$ cat src/rtl/mem_arbiter.sv
// mem_arbiter: shares a single-port RAM between the instruction-fetch port
// and the load/store data port. Data requests win by default; a starvation
// counter guarantees fetch a grant after MAX_D_BURST consecutive data grants
// while it waits. Read data returns one cycle after the grant and is steered
// to the port that issued the read.
module mem_arbiter #(
    parameter int unsigned MAX_D_BURST = 4
) (
    input  logic        clk_cpu,
    input  logic        reset,
    input  logic        i_req,
    input  logic [31:0] i_adrs,
    output logic        i_gnt,
    output logic        i_rvalid,
    output logic [31:0] i_rdata,
    input  logic        d_req,
    input  logic        d_wr,
    input  logic [31:0] d_adrs,
    input  logic [31:0] d_wdata,
    input  logic [3:0]  d_be,
    output logic        d_gnt,
    output logic        d_rvalid,
    output logic [31:0] d_rdata,
    output logic        ram_en,
    output logic        ram_we,
    output logic [31:0] ram_adrs,
    output logic [31:0] ram_wdata,
    output logic [3:0]  ram_be,
    input  logic [31:0] ram_q
);

    typedef enum logic [1:0] {
        RSP_NONE  = 2'd0,
        RSP_FETCH = 2'd1,
        RSP_LOAD  = 2'd2
    } rsp_t;

    localparam logic [3:0] MAX_CNT = 4'(MAX_D_BURST);

    logic [3:0] starve_cnt_r;
    rsp_t       rsp_src_r;
    logic       i_gnt_s;
    logic       d_gnt_s;

    // Arbitration: data first unless fetch has already waited MAX_D_BURST grants.
    always_comb begin
        i_gnt_s = 1'b0;
        d_gnt_s = 1'b0;
        if (reset) begin
            i_gnt_s = 1'b0;
            d_gnt_s = 1'b0;
        end else if (d_req && !(i_req && (starve_cnt_r >= MAX_CNT))) begin
            d_gnt_s = 1'b1;
        end else if (i_req) begin
            i_gnt_s = 1'b1;
        end else begin
            i_gnt_s = 1'b0;
            d_gnt_s = 1'b0;
        end
    end

    assign i_gnt = i_gnt_s;
    assign d_gnt = d_gnt_s;

    // Count data grants taken while fetch waits; saturate at the burst limit.
    always_ff @(posedge clk_cpu) begin
        if (reset) begin
            starve_cnt_r <= 4'd0;
        end else if (i_gnt_s || !i_req) begin
            starve_cnt_r <= 4'd0;
        end else if (d_gnt_s && (starve_cnt_r < MAX_CNT)) begin
            starve_cnt_r <= starve_cnt_r + 4'd1;
        end else begin
            starve_cnt_r <= starve_cnt_r;
        end
    end

    // Remember which port owns the read data arriving next cycle.
    always_ff @(posedge clk_cpu) begin
        if (reset) begin
            rsp_src_r <= RSP_NONE;
        end else if (i_gnt_s) begin
            rsp_src_r <= RSP_FETCH;
        end else if (d_gnt_s && !d_wr) begin
            rsp_src_r <= RSP_LOAD;
        end else begin
            rsp_src_r <= RSP_NONE;
        end
    end

    // Drive the RAM command from whichever port holds the grant.
    always_comb begin
        ram_en    = 1'b0;
        ram_we    = 1'b0;
        ram_adrs  = 32'd0;
        ram_wdata = 32'd0;
        ram_be    = 4'd0;
        case ({d_gnt_s, i_gnt_s})
            2'b10: begin
                ram_en    = 1'b1;
                ram_we    = d_wr;
                ram_adrs  = d_adrs;
                ram_wdata = d_wdata;
                ram_be    = d_be;
            end
            2'b01: begin
                ram_en    = 1'b1;
                ram_we    = 1'b0;
                ram_adrs  = i_adrs;
                ram_wdata = 32'd0;
                ram_be    = 4'hf;
            end
            default: begin
                ram_en    = 1'b0;
                ram_we    = 1'b0;
                ram_adrs  = 32'd0;
                ram_wdata = 32'd0;
                ram_be    = 4'd0;
            end
        endcase
    end

    // Steer returning read data; any response in flight is dropped while reset is held.
    always_comb begin
        i_rvalid = 1'b0;
        d_rvalid = 1'b0;
        if (reset) begin
            i_rvalid = 1'b0;
            d_rvalid = 1'b0;
        end else begin
            i_rvalid = (rsp_src_r == RSP_FETCH);
            d_rvalid = (rsp_src_r == RSP_LOAD);
        end
        i_rdata = i_rvalid ? ram_q : 32'd0;
        d_rdata = d_rvalid ? ram_q : 32'd0;
    end

endmodule
$ cat config.mk
export PLATFORM = sky130hd
export DESIGN_NAME = mem_arbiter
export DESIGN_NICKNAME = d
export VERILOG_FILES = /design/src/rtl/mem_arbiter.sv
export SDC_FILE = /design/constraint.sdc
export NUM_CORES = 1
export LEC_CHECK = 0
export ABC_AREA = 1
export BUFFER_PORTS_ARGS = -buffer_cell sky130_fd_sc_hd__buf_4
export CORE_AREA = 2 2 107 109
export DETAILED_ROUTE_END_ITERATION = 7
export DIE_AREA = 0 0 109 111
export SETUP_SLACK_MARGIN = 0.5
export SYNTH_ARGS = -nofsm -noshare
export SYNTH_HDL_FRONTEND = slang
export SYNTH_SLANG_ARGS = --single-unit
$ cat constraint.sdc
create_clock -name clk_cpu -period 4.15 [get_ports clk_cpu]
set_input_delay 0.2075 -clock clk_cpu [delete_from_list [all_inputs] [get_ports clk_cpu]]
set_output_delay 0.2075 -clock clk_cpu [all_outputs]
set_load 0.01 [all_outputs]
Yosys cells after proc, flatten, opt, wreduce, memory -nomap -nowiden
Index checks and enable logic that the tools add are counted.
W data, S select, Z words.
{ "totals": {"reg_bits": 6, "inputBits": 137, "output_inout_bits": 138, "elab_cells": 37} }
{ "op_classes": {"add_sub_neg": 1, "order_cmp": 2, "n_eq_ne": 4, "muxes": 16, "n_reduce_logical": 11} }
{ "op_table": {"columns": ["cell", "count"], "rows": [
  ["$mux W32", 3],
  ["$pmux W32 S2", 1],
  ["$mux W1", 10],
  ["$pmux W4 S2", 1],
  ["$reduce_or A2 Y1", 3],
  ["$add A4 B1 Y4 const B", 1],
  ["$eq A2 B1 Y1 const B", 2],
  ["$eq A2 B2 Y1 const B", 2],
  ["$ge A4 B3 Y1 const B", 1],
  ["$logic_and A1 B1 Y1", 4],
  ["$lt A4 B3 Y1 const B", 1],
  ["$logic_not A1 Y1", 3],
  ["$mux W2", 1],
  ["$logic_or A1 B1 Y1", 1]
]} }

Logic depth before layout (Yosys ltp)
Gate-level depths: netlist of the first run.
{ "depth": {"word_depth": 9, "ltp_mapped": 9, "mapped_depth_nobuf": 7} }

Worst setup path after synthesis of the first run
No wires, ideal clock.
{ "synth_timing": {"kind": "register -> output", "start": "reg starve_cnt_r[2]", "end": "out ram_adrs[10]", "t_arrival_ns": 1.595, "required_time_ns": 3.943, "path_slack_ns": 2.347, "path_stages_with_launch": 8, "n_path_buf": 2, "cell_sequence": "dfxtp_1 nor2_4 o21ai_2 nand3_1 ha_1 buf_2 buf_1 a21oi_1"} }
{ "synth_via": {"elab_chain_len": 8, "elab_cells_between_ends": 11, "cone_classes": "1 x order compare; 2 x eq/ne; 5 x mux; 3 x reduce/logical"} }
{ "synth_lines": {"columns": ["item", "line", "source"], "rows": [
  ["start, declared", "40", "logic [3:0] starve_cnt_r;"],
  ["start signal, assigned", "72", "starve_cnt_r <= starve_cnt_r + 4'd1;"],
  ["start signal, assigned", "74", "starve_cnt_r <= starve_cnt_r;"],
  ["$ge A4 B3 Y1 (*)", "52", "end else if (d_req && !(i_req && (starve_cnt_r >= MAX_CNT))) begin"],
  ["$logic_and A1 B1 Y1 (*)", "52", null],
  ["$logic_not A1 Y1 (*)", "52", null],
  ["$logic_and A1 B1 Y1 (*)", "52", null],
  ["$mux W1", "52", null],
  ["$mux W1", "49", "if (reset) begin"],
  ["$eq A2 B1 Y1 / $eq A2 B2 Y1 (equally long branches)", "98", "case ({d_gnt_s, i_gnt_s})"],
  ["$pmux W32 S2 (*)", "98", null],
  ["end, declared", "26", "output logic [31:0] ram_adrs,"]
]} }
Every way passes the cells marked *; elsewhere a longest branch is shown, timed or not.

Final worst setup path of the first run
{ "layout_timing": {"start": "reg starve_cnt_r[2]", "end": "out ram_adrs[16]"} }
Same word-level chain as after synthesis.

==> results of run 1 <==
power by group through the flow:
stage | Sequential (mW) | Clock [mW] | Combinational [mW]
detailed placement | 0.0621 | 0 | 0.265
finish | 0.0613 | 0.154 | 0.264
global route | 0.0615 | 0.158 | 0.290
global placement | 0.0620 | 0 | 0.263
floorplan | 0.0619 | 0 | 0.0989
CTS | 0.0613 | 0.155 | 0.266
registers in the layout (all words and copies together), names as in the netlist:
signal,count
starve_cnt_r,4
rsp_src_r,2
path summary, 6_finish.rpt:
path                                       from  slack [ns]               to
worst max-delay path            starve_cnt_r[2]        1.48     ram_adrs[16]
worst min-delay path                       d_wr        0.15     rsp_src_r[1]
worst max register to register  starve_cnt_r[2]        3.13  starve_cnt_r[2]
worst min register to register  starve_cnt_r[2]        0.51  starve_cnt_r[2]
Yosys cell counts (2+ instances only):
master / instances / area share (%)
nand2_1: 102 / 24
inv_1: 75 / 18
nor2_1: 39 / 9.3
a21oi_1: 37 / 12
nor2_2: 27 / 11
buf_2: 16 / 5.1
dfxtp_1: 6 / 7.6
nor2_4: 5 / 3.6
buf_6: 3 / 2.1
ha_1: 3 / 2.4
buf_1: 2 / 0.48
inv_2: 2 / 0.48
final cells by class:
cell class / instances / area, µm²
multi-input cells: 221 / 1040
clock buffers: 3 / 75.1
well taps: 143 / 179
flip-flops and latches: 6 / 120
repair buffers: 276 / 2070
fillers: 1200 / 7300
inverters: 77 / 289
metal layers:
metal / part of all wire (%) / vias up
met4: 2.4 / 0
met5: 0 / -
met2: 50 / 177
met3: 11 / 17
met1: 37 / 1197
li1: - / 1438
logic make-up (layout without fill, tap and decap cells):
kind of cell	count (synthesis)	count (layout)	share of synthesized area, %
AOI/OAI and AO/OA	38	38	12.3
DFF	6	6	7.64
xor gates and xnor gates	1	1	0.557
other	1	1	0.238
and+or+nand+nor	178	178	50.3
adders and majority gates	3	3	2.39
buffers and inverters	99	356	26.6
stage by stage:
stage          instance area (µm²)  cells
3_3_place_gp                  3700    723
6_report                      3770    726
3_5_place_dp                  3700    723
4_1_cts                       3770    726
5_1_grt                       3770    726
2_1_floorplan                 1570    326
==> results.cfg, run 1 <==
[finish]
utilization_pct = 34.1
fin_nets = 725
layout_commonest_cell = buf_4
num_antenna_cells = 0
syn_to_final_growth_pct = 140
drive_gt1_share_pct = 54.4
final_cell_mix = buf_4 (276), nand2_1 (102), inv_1 (75)

[timing]
max-slew-margin-rel_pct = 41.4
fin_ws_ns = 1.48
finalCritPeriodShare_pct = 64.4
skew_ns = 0.00111
timing.fmax_mhz = 374
fin_setup_tns_ns = 0
grt_setup_unrepaired = false
slew_violations = 0
period_minus_slack_ns = 2.67
hold_ws_ns = 0.147
hold_viol = 0
setup_viol = 0
worst_pin_slew_ns = 0.878

[grt]
use_met2_pct = 23.6
use_met3_pct = 2.35
grt_pass1_wl_um = 12700
grt_pass1_vias = 2663
top_usage_layer = met2
use_met1_pct = 14.4
grt-ovfl-total = 0
grt_max_degree = 38
antenna_found_initial = 0
grt.total_usage_pct = 12.8

[routing]
vias_per_cell = 3.90
num_vias = 2829
firstDrtPassIters = 4
totalWireLength_um = 8520
wire_per_inst_um = 11.7
drt_first_iter_violations = 124
drcViolationCount = 0
antenna_left = 0

[cts]
cts_tree = built
postCtsSetupRepairBufs = 0
cts.sinks = 6
root_buffer = clkbuf_16
insertion_delay_ns = 0.23
path_clk_slew_ns = 0.03
cts_buffer_depth = 2
cts_resized = 0
cts_inserted_buffers = 3
cts.htree.levels = 1
holdBufCountCts = 0

[critical_path]
crit_chain = nor2_4 -> o21ai_2 -> nor2_4 -> ha_2 -> buf_4 -> nand2_1 -> a21oi_1 -> buf_4
critPathKind = reg2out
end_kind = primary output
cp.arrival_ns = 2.47
path_delay_family = adder cells
crit_required_ns = 3.94
crit_slowest_cell = ha_2
critPathBufInv = 2
worstSetupStartpointType = flip-flop
cp_max_fo = 37
cp_num_cells = 8
slowest_delay_ns = 0.63
reg2reg_depth = 5

[hold_path]
holdPathStages = 2
hold_class = in2reg

[pwr]
leakage_nw = 2.35
p_sw_share_pct = 31.6
internal_power_mw = 0.328
p_sw_mw = 0.152
pwr_density_cell_mw_per_mm2 = 127
max-vdd-ir-drop_uv = 79.9
power_frac_clock_pct = 32.1
power_frac_comb_pct = 55.1
p_total_mw = 0.479
p_seq_share_pct = 12.8

[floorplanning]
floorplan.die_area_mm2 = 0.0121
die_x_um = 109
num_rows = 39
core_mm2 = 0.0111
die-height_um = 111
initial_core_util_pct = 14.2
ios = 275

[synthesis]
synth_cell_types = 21
yosysWarnings = 0
syn_area_mm2 = 0.00157
synth_edf_count = 0
ys.flop_type = dfxtp_1
async_flop_share_pct = 0
syn_area_per_cell_um2 = 4.82
synth_nets = 466
syn_inst = 326
ys_seq_elements = 6
yosysSeqAreaShare_pct = 7.64

[job]
drv_cap = 0

[placement]
dp_slack_ns = 1.71
hpwl_um = 7220
io_buffers = 274
gp_congestion = 0.909

[outcome]
status = complete, no violations
Power figures use the tool's default switching activity.
==> inputs of run 2 (changes only) <==
==> constraint.sdc (replaced) <==
create_clock -name clk_cpu -period 2.78 [get_ports clk_cpu]
set_input_delay 0.139 -clock clk_cpu [delete_from_list [all_inputs] [get_ports clk_cpu]]
set_output_delay 0.139 -clock clk_cpu [all_outputs]
set_load 0.01 [all_outputs]
==> results.cfg, run 2 (same netlist as run 1, synthesis figures left out) <==
[floorplanning]
floorplan.die_area_mm2 = 0.0121
initial_core_util_pct = 14.2
die-height_um = 111
ios = 275
core_mm2 = 0.0111
num_rows = 39
die_x_um = 109

[routing]
totalWireLength_um = 8330
drt_first_iter_violations = 113
vias_per_cell = 3.85
firstDrtPassIters = 4
antenna_left = 0
wire_per_inst_um = 11.4
num_vias = 2803
drcViolationCount = 0

[placement]
placed_cells = 725
gp_congestion = 0.819
io_buffers = 274
hpwl_um = 7230
post_dp_cell_area_mm2 = 0.00371

[critical_path]
cp_max_fo = 33
cp.arrival_ns = 2.01
worstSetupStartpointType = flip-flop
reg2reg_depth = 5
end_kind = primary output
critPathKind = reg2out
crit_required_ns = 2.64

[pwr]
max-vdd-ir-drop_uv = 127
leakage_nw = 2.36
p_total_mw = 0.722
pwr_density_cell_mw_per_mm2 = 189

[outcome]
status = complete, no violations

[timing]
hold_viol = 0
finalCritPeriodShare_pct = 77.2
grt_setup_unrepaired = false
max-slew-margin-rel_pct = 41.8
period_minus_slack_ns = 2.15
skew_ns = 0.00248
slew_violations = 0
fin_setup_tns_ns = 0
timing.fmax_mhz = 466
worst_pin_slew_ns = 0.872
setup_viol = 0

[grt]
grt_max_degree = 38
antenna_found_initial = 0
use_met3_pct = 3.06
grt.total_usage_pct = 12.2
grt_pass1_vias = 2598
grt-ovfl-total = 0
use_met2_pct = 23.9
top_usage_layer = met2
grt_pass1_wl_um = 12000
use_met1_pct = 13.0

[cts]
cts.sinks = 6
cts.htree.levels = 1
postCtsSetupRepairBufs = 0
insertion_delay_ns = 0.23
cts_tree = built
path_clk_slew_ns = 0.03
root_buffer = clkbuf_16
cts_buffer_depth = 2
cts_inserted_buffers = 3

[job]
drv_cap = 0

[finish]
stdcell_area_mm2 = 0.00381
fin_nets = 727
utilization_pct = 34.4
finalNonFillerCells = 728
syn_to_final_growth_pct = 143
regMostFlops = starve_cnt_r
num_antenna_cells = 0
largest_reg_flops = 4
drive_gt1_share_pct = 54.7
layout_commonest_cell = buf_4
final_cell_mix = buf_4 (277), nand2_1 (102), inv_1 (75)
largestRegisters = starve_cnt_r: 4 flops, rsp_src_r: 2 flops

[hold_path]
hold_class = in2reg
holdPathStages = 2
run 2: changes by cell type in the layout (fill, tap and decap cells not counted), sizes merged:
cell  before  now
buf      276  278
run 2: worst max-delay path, cell delays in order, from the launching register on:
cell and delay, ns:
dfxtp_1 0.38, nor2_4 0.07, o21ai_2 0.21, nand3_2 0.15
inv_1 0.11, ha_1 0.20, buf_12 0.19, inv_1 0.10
a21oi_1 0.19, buf_4 0.15
run 2: power by group:
| group | internal (mW) | switching, mW | total (mW) | leakage (nW) |
|---|---|---|---|---|
| combinational | 0.222 | 0.178 | 0.400 | 2.28 |
| clock | 0.184 | 0.0462 | 0.231 | 0.0370 |
| sequential | 0.0895 | 0.00194 | 0.0915 | 0.0492 |
| total | 0.496 | 0.226 | 0.722 | 2.36 |
run 2: path summary, 6_finish.rpt:
check                  start               to  slack (ns)
max          starve_cnt_r[2]        ram_be[3]        0.63
min                     d_wr     rsp_src_r[1]        0.09
max reg2reg  starve_cnt_r[2]  starve_cnt_r[2]        1.74
min reg2reg  starve_cnt_r[2]  starve_cnt_r[2]        0.50
run 2: repair_timing:
item	in CTS	in global routing
hold buffers	0	0
pin swaps	0	0
endpoints found under the setup margin	41	6
resized for setup	2	3
run 2: area by class of cell:
class                           instances  area (µm²)
Fill cell                            1216        7260
Timing Repair Buffer                  278        2100
Multi-Input combinational cell        221        1050
Inverter                               77         289
Tap cell                              143         179
Sequential cell                         6         120
Clock buffer                            3        75.1
run 2: metrics by stage:
stage / hold WS (ns) / setup WS [ns]
floorplan: 0.211 / 1.05
global placement: 0.316 / 0.709
detailed placement: 0.318 / 0.646
CTS: 0.0808 / 0.517
global route: 0.0912 / 0.468
finish: 0.0865 / 0.633
run 2: layer usage:
| layer | vias up | wire length (µm) |
|---|---|---|
| met5 | - | 0 |
| met4 | 0 | 33 |
| met3 | 2 | 968 |
| met2 | 166 | 4330 |
| met1 | 1192 | 3000 |
| li1 | 1443 | - |
==> inputs of run 3 (changes only) <==
==> constraint.sdc (replaced) <==
create_clock -name clk_cpu -period 2 [get_ports clk_cpu]
set_input_delay 0.1 -clock clk_cpu [delete_from_list [all_inputs] [get_ports clk_cpu]]
set_output_delay 0.1 -clock clk_cpu [all_outputs]
set_load 0.01 [all_outputs]
==> results.cfg, run 3 (same netlist as run 1, synthesis figures left out) <==
[outcome]
status = complete, no violations

[routing]
wire_per_inst_um = 13.0
drcViolationCount = 0
vias_per_cell = 3.99
drt_first_iter_violations = 64
totalWireLength_um = 9950
antenna_left = 0
num_vias = 3057
firstDrtPassIters = 3

[finish]
largestRegisters = starve_cnt_r: 4 flops, rsp_src_r: 2 flops
drive_gt1_share_pct = 79.8
fill_cells = 1043
regMostFlops = starve_cnt_r
layout_commonest_cell = buf_4
syn_to_final_growth_pct = 238
largest_reg_flops = 4
final_cell_mix = buf_4 (249), buf_6 (51), inv_1 (45)
num_antenna_cells = 0
fin_nets = 766

[floorplanning]
core_mm2 = 0.0111
die_x_um = 109
floorplan.die_area_mm2 = 0.0121
num_rows = 39
die-height_um = 111
ios = 275
initial_core_util_pct = 14.2

[critical_path]
critPathBufInv = 4
crit_slowest_cell = dfxtp_2
slowest_delay_ns = 0.34
path_delay_family = buffers and inverters
worstSetupStartpointType = flip-flop
startpoint = starve_cnt_r[3]
cp_max_fo = 4
crit_required_ns = 1.90
r2r-start = starve_cnt_r[3]
cp.arrival_ns = 1.80
end_kind = primary output
critPathKind = reg2out
crit_chain = nor2_4 -> o21ai_4 -> nand3_4 -> inv_4 -> ha_4 -> buf_12 -> clkinvlp_4 -> a21oi_4 -> buf_6

[placement]
dp_slack_ns = 0.159
hpwl_um = 7160
io_buffers = 274
gp_congestion = 0.751

[pwr]
max-vdd-ir-drop_uv = 319
pwr_density_cell_mw_per_mm2 = 254
leakage_nw = 2.95

[cts]
cts_tree = built
cts.htree.levels = 1
cts_inserted_buffers = 3
path_clk_slew_ns = 0.03
insertion_delay_ns = 0.23
holdBufCountCts = 0
root_buffer = clkbuf_16
cts_buffer_depth = 2
cts.sinks = 6

[timing]
timing.fmax_mhz = 526
skew_ns = 0.000562
period_minus_slack_ns = 1.90
slew_violations = 0
setup_viol = 0
hold_viol = 0
fin_setup_tns_ns = 0
grt_setup_unrepaired = true
finalCritPeriodShare_pct = 95.1
fin_ws_ns = 0.0981

[job]
drv_cap = 0

[grt]
grt_max_degree = 33
antenna_found_initial = 0
grt-ovfl-total = 0
grt.total_usage_pct = 14.0
grt_pass1_wl_um = 13700
grt_pass1_vias = 2936

[hold_path]
hold_class = in2reg
min_from = d_wr
## run 3: what timing repair did
| item | 4_1_cts | 5_1_grt |
|---|---|---|
| endpoints found under the setup margin | 102 | 95 |
| gates cloned | 4 | 4 |
| gates resized for setup | 78 | 133 |
| pin swaps | 13 | 11 |
| buffers inserted | 17 | 9 |
## run 3: cell type report
| cell class | count | area [µm²] | share of cell area [%] |
|---|---|---|---|
| Multi-Input combinational cell | 221 | 1810 | 34.0 |
| Timing Repair inverter | 1 | 8.76 | 0.165 |
| Clock buffer | 3 | 75.1 | 1.41 |
| Inverter | 77 | 324 | 6.10 |
| Tap cell | 143 | 179 | 3.37 |
| Sequential cell | 6 | 123 | 2.31 |
| Timing Repair Buffer | 316 | 2800 | 52.7 |
## run 3: metrics by stage
| stage | utilization (%) | cells | hold slack (ns) | power [mW] | cell area, µm² |
|---|---|---|---|---|---|
| 3_3_place_gp | 37.9 | 730 | 0.283 | 0.797 | 4200 |
| 2_1_floorplan | - | 326 | 0.172 | 0.439 | 2000 |
| 4_1_cts | 42.9 | 754 | 0.0516 | 1.24 | 4750 |
| 3_5_place_dp | 37.9 | 730 | 0.282 | 0.805 | 4200 |
| 6_report | 48.0 | 767 | 0.0518 | 1.35 | 5320 |
| 5_1_grt | 48.0 | 767 | 0.0532 | 1.43 | 5320 |
## run 3: final timing paths
check / to / slack (ns) / cells past startpoint
max reg2reg: starve_cnt_r[2] / 0.89 / 6
min: rsp_src_r[1] / 0.05 / 2
min reg2reg: starve_cnt_r[1] / 0.52 / 2
max: ram_be[3] / 0.1 / 9
## run 3: power breakdown
| part | total [mW] | internal, mW | switching, mW |
|---|---|---|---|
| registers | 0.128 | 0.125 | 0.00342 |
| clock network | 0.325 | 0.257 | 0.0682 |
| logic | 0.897 | 0.485 | 0.412 |
## run 3: layer usage
layer,share of wire (%),vias to the layer above,GRT usage (%)
li1,-,1527,-
met3,10,6,3.41
met1,35,1361,14.7
met4,0.74,0,2.05
met2,54,163,27.6
met5,0,-,0
